<file path="src/rtl/obi_mem_arbiter.sv">
// obi_mem_arbiter
//   Shares one OBI-style memory port between the load/store unit (port 0)
//   and the instruction fetch unit (port 1). Only one transaction is in
//   flight at a time. The grant is locked from the address phase until the
//   response returns, and the response handshake is routed back to the
//   port that issued the transaction.
//
// Ports
//   CLK, RST            clock; synchronous active-high reset
//   lsu_*               LSU request/address/we/wdata in; rdy/valid/rdata out
//   if_*                fetch request/address in (read only); rdy/valid/rdata out
//   mem_*               shared memory port: req/addr/we/wdata out;
//                       rdy/valid/rdata in
//   busy_o              arbiter not idle, or a request is pending
module obi_mem_arbiter #(
  parameter bit RR_EN = 1'b1,
  parameter int AW    = 32,
  parameter int DW    = 32
) (
  input  logic          CLK,
  input  logic          RST,
  // LSU port
  input  logic          lsu_req_i,
  input  logic [AW-1:0] lsu_addr_i,
  input  logic          lsu_we_i,
  input  logic [DW-1:0] lsu_wdata_i,
  output logic          lsu_rdy_o,
  output logic          lsu_valid_o,
  output logic [DW-1:0] lsu_rdata_o,
  // fetch port
  input  logic          if_req_i,
  input  logic [AW-1:0] if_addr_i,
  output logic          if_rdy_o,
  output logic          if_valid_o,
  output logic [DW-1:0] if_rdata_o,
  // memory port
  output logic          mem_req_o,
  output logic [AW-1:0] mem_addr_o,
  output logic          mem_we_o,
  output logic [DW-1:0] mem_wdata_o,
  input  logic          mem_rdy_i,
  input  logic          mem_valid_i,
  input  logic [DW-1:0] mem_rdata_i,
  output logic          busy_o
);

  typedef enum logic [1:0] {
    IDLE = 2'd0,
    ADDR = 2'd1,
    RESP = 2'd2
  } state_t;

  state_t state, state_nxt;
  logic   owner, owner_nxt;   // 0 = LSU, 1 = IF
  logic   last,  last_nxt;    // last granted port
  logic   any_req;
  logic   sel;                // port picked in IDLE
  logic   port;               // port currently driving the memory bus

  // Selection is purely combinational so a request in IDLE reaches memory
  // in the same cycle.
  always_comb begin
    any_req = lsu_req_i | if_req_i;
    if (lsu_req_i && if_req_i) sel = RR_EN ? ~last : 1'b0;
    else                       sel = if_req_i;
    port = (state == IDLE) ? sel : owner;
  end

  // Fetch is read only: force we/wdata low whenever IF drives the bus.
  assign mem_addr_o  = port ? if_addr_i : lsu_addr_i;
  assign mem_we_o    = ~port & lsu_we_i;
  assign mem_wdata_o = port ? '0 : lsu_wdata_i;

  // Read data is broadcast; only the port seeing valid may sample it.
  assign lsu_rdata_o = mem_rdata_i;
  assign if_rdata_o  = mem_rdata_i;

  assign busy_o = (state != IDLE) | any_req;

  always_ff @(posedge CLK) begin
    if (RST) begin
      state <= IDLE;
      owner <= 1'b0;
      last  <= 1'b1;   // LSU wins the first tie
    end else begin
      state <= state_nxt;
      owner <= owner_nxt;
      last  <= last_nxt;
    end
  end

  always_comb begin
    state_nxt   = state;
    owner_nxt   = owner;
    last_nxt    = last;
    mem_req_o   = 1'b0;
    lsu_rdy_o   = 1'b0;
    if_rdy_o    = 1'b0;
    lsu_valid_o = 1'b0;
    if_valid_o  = 1'b0;
    case (state)
      IDLE: begin
        if (any_req) begin
          mem_req_o = 1'b1;
          lsu_rdy_o = ~sel & mem_rdy_i;
          if_rdy_o  =  sel & mem_rdy_i;
          owner_nxt = sel;
          last_nxt  = sel;
          state_nxt = mem_rdy_i ? RESP : ADDR;
        end
      end
      ADDR: begin
        // Grant is locked: owner's req_i no longer matters, the other
        // port waits.
        mem_req_o = 1'b1;
        lsu_rdy_o = ~owner & mem_rdy_i;
        if_rdy_o  =  owner & mem_rdy_i;
        if (mem_rdy_i) state_nxt = RESP;
      end
      RESP: begin
        // No new grant in the valid cycle; the next request waits for IDLE.
        if (mem_valid_i) begin
          lsu_valid_o = ~owner;
          if_valid_o  =  owner;
          state_nxt   = IDLE;
        end
      end
      default: state_nxt = IDLE;
    endcase
  end

endmodule

</file>
<file path="config.mk">
export PLATFORM = sky130hd
export DESIGN_NAME = obi_mem_arbiter
export DESIGN_NICKNAME = d
export VERILOG_FILES = /design/src/rtl/obi_mem_arbiter.sv
export SDC_FILE = /design/constraint.sdc
export NUM_CORES = 1
export LEC_CHECK = 0
export ABC_CLOCK_PERIOD_IN_PS = 1550
export BUFFER_PORTS_ARGS = -buffer_cell sky130_fd_sc_hd__buf_2
export CELL_PAD_IN_SITES_DETAIL_PLACEMENT = 1
export CELL_PAD_IN_SITES_GLOBAL_PLACEMENT = 1
export CORE_MARGIN = 5
export CORE_UTILIZATION = 13
export CTS_CLUSTER_DIAMETER = 30
export CTS_CLUSTER_SIZE = 10
export DETAILED_ROUTE_END_ITERATION = 8
export MAX_ROUTING_LAYER = met4
export PLACE_DENSITY = 0.91
export RECOVER_POWER = 100
export SLEW_MARGIN = 20
export SYNTH_ARGS = -nofsm -noshare
export SYNTH_HDL_FRONTEND = slang
export SYNTH_SLANG_ARGS = --single-unit
</file>
<file path="constraint.sdc">
create_clock -name CLK -period 1.55 [get_ports CLK]
set_input_delay 0.155 -clock CLK [delete_from_list [all_inputs] [get_ports CLK]]
set_output_delay 0.155 -clock CLK [all_outputs]
set_load 0.02 [all_outputs]
</file>
==> results.yml <==
global_routing:
  grt_pass1_vias: 1790
  grt_pass1_wl_mm: 10.4
  grt_max_degree: 21
  track_usage_pct: 10.6
  antenna_found_initial: 0
  overflow: 0
cts:
  cts_buffer_depth: 2
  clkTransAtPathRegs_ns: 0.03
  clock-sinks: 4
  h-tree-depth: 1
  cts-buffers-inserted: 3
  root_buffer: "clkbuf_8"
  tritoncts: "done"
  clkLatencyLatePin_ns: 0.22
setup_path:
  critical-path-max-stage-delay_ns: 0.34
  reg2reg_depth: 7
  critical_path.top_delay_family: "multiplexers"
  crit_slowest_cell: "mux2_2"
  end_kind: "output port"
  cp.depth: 6
  start_kind: "register"
  path_max_fanout: 5
  rrSetupSlack_ns: 0.07
  cp_cell_sequence: "nor2_4, mux2i_4, buf_6, buf_6, mux2_2, buf_6"
  crit_required_ns: 1.39
  worstPathArrival_ns: 1.76
  worstSetupPathType: "reg2out"
  crit_buf_inv: 3
  crit_path_frequent_cell: "buf_6"
place:
  hpwl_mm: 5.59
  preCtsSetupSlack_ns: -0.134
  dp_cells: 414
  io_buffers: 173
  gp_congestion: 0.855
status:
  status: "finished with violations"
  violations: "negative setup slack"
sta:
  final_max_slew_viol_count: 0
  fmax_mhz: 523
  fin_skew_ns: 0.00230
  worst_pin_slew_ns: 0.341
  final-setup-viol-count: 65
  fin_ws_ns: -0.362
  slew_headroom_pct: 77.1
  rsz0062_at_grt: "true"
  holdWs_ns: 0.118
  period_needed_ns: 1.91
  fin_crit_sh_pct: 123
  final-hold-violation-count: 0
synthesis:
  postSynthAreaPerCell_um2: 8.16
  synth_area_um2: 1360
  syn-num-nets: 301
  synth_seq_cells: 4
  ys_types: 24
  yosys_warnings: 0
  synth-seq-area-share_pct: 5.91
  synthCells: 166
route:
  routedWlPerCell_um: 19.1
  drc: 0
  dr_total_vias: 1638
  drt_first_iter_violations: 38
  ant_nets: 0
  via_per_inst: 3.77
  drtPass1Iterations: 4
  drt-total-wl_mm: 8.29
cells_and_area:
  n_fill_cell: 1213
  final_common_cell: "buf_2"
  drive_above_1_share_pct: 93.0
  finish.utilization_pct: 28.7
  mostFrequentLayoutCells: "buf_2, buf_6, and2_4"
  finalNonFillerCells: 434
  finalNetCount: 435
  area_growth_pct: 117
  diodes: 0
floorplanning:
  start_util_pct: 13.2
  die-area_um2: 12600
  die_height_um: 112
  io_pins: 270
  fp.coreArea_um2: 10200
  rows: 37
  die_x_um: 112
hold_path:
  min_path_cells: 2
  hp-class: "in2reg"
power:
  worst_ir_drop_vdd_v: 0.000484
  leakage_nw: 1.61
  p_per_area_nw_per_um2: 644
flow_run:
  cap_violations: 0
==> per-stage QoR <==
step,total power [mW],instance area (um^2),TNS (ns)
detailed placement,1.05,1970,-4.40
floorplan,0.907,1370,0
CTS,1.62,2530,-18.64
global route,1.97,2940,-22.63
finish,1.89,2940,-19.33
global placement,1.03,1970,-3.05
==> timing repair <==
item | CTS | global route
setup endpoints to repair | 66 | 67
pin swaps | 19 | 21
gates resized for setup | 107 | 103
hold buffers | 0 | 0
setup buffers | 11 | 4
gates cloned | 4 | 6
==> final cells by class <==
cell class,instances,area [um^2],area share [%]
well taps,136,170,5.79
inverters,1,3.75,0.128
flip-flops and latches,4,86.3,2.94
multi-input cells,90,952,32.4
repair buffers,200,1690,57.3
clock buffers,3,41.3,1.40
==> registers in the layout, summed over array words and instances, names as in the netlist <==
signal,cells
last,1
owner,1
state,2
==> cell usage after synthesis <==
cell	number	share of area, %
a2bb2oi_1	1	0.65
o21bai_1	1	0.55
buf_4	66	37
nor2_2	1	0.46
buf_6	2	1.7
nor4_1	1	0.46
mux2_4	6	6.6
and2b_1	1	0.55
nand2b_1	2	0.92
nand2_1	3	0.83
mux2i_1	1	0.74
nor3_1	1	0.37
and2_1	33	15
nor2_1	5	1.4
mux2_2	26	22
buf_2	1	0.37
dfxtp_1	4	5.9
and3_1	2	0.92
clkbuf_2	2	0.74
or3_1	1	0.46
inv_1	1	0.28
a21boi_1	1	0.55
a21oi_1	3	1.1
mux2i_2	1	1.0
==> where the power goes <==
part	total (mW)	internal, mW	switching [mW]
Combinational	1.55	0.895	0.651
Sequential	0.121	0.113	0.00828
Clock	0.224	0.166	0.0586
Total	1.89	1.17	0.718
==> worst paths after layout <==
kind                           endpoint                   from
setup / recovery         mem_addr_o[17]  state[1]$_SDFFE_PP0P_
hold / removal    state[0]$_SDFFE_PP0P_              mem_rdy_i
setup reg to reg     owner$_SDFFE_PP0P_  state[1]$_SDFFE_PP0P_
hold reg to reg   state[0]$_SDFFE_PP0P_  state[1]$_SDFFE_PP0P_
==> layer usage <==
layer / global-route usage, % / share of wire (%) / vias up
met1: 11.9 / 37 / 775
met4: 2.96 / 1.6 / 0
li1: - / - / 744
met3: 3.40 / 9.3 / 20
met2: 18.0 / 52 / 99
met5: - / 0 / -
==> cells by family after synthesis <==
family / count (synthesis) / share of synthesized area (%)
and+or+nand+nor: 50 / 21.6
buffers and inverters: 72 / 39.6
muxes: 34 / 30.0
DFF: 4 / 5.91
AOI/OAI and AO/OA: 6 / 2.86
(Power assumes the default switching activity.)
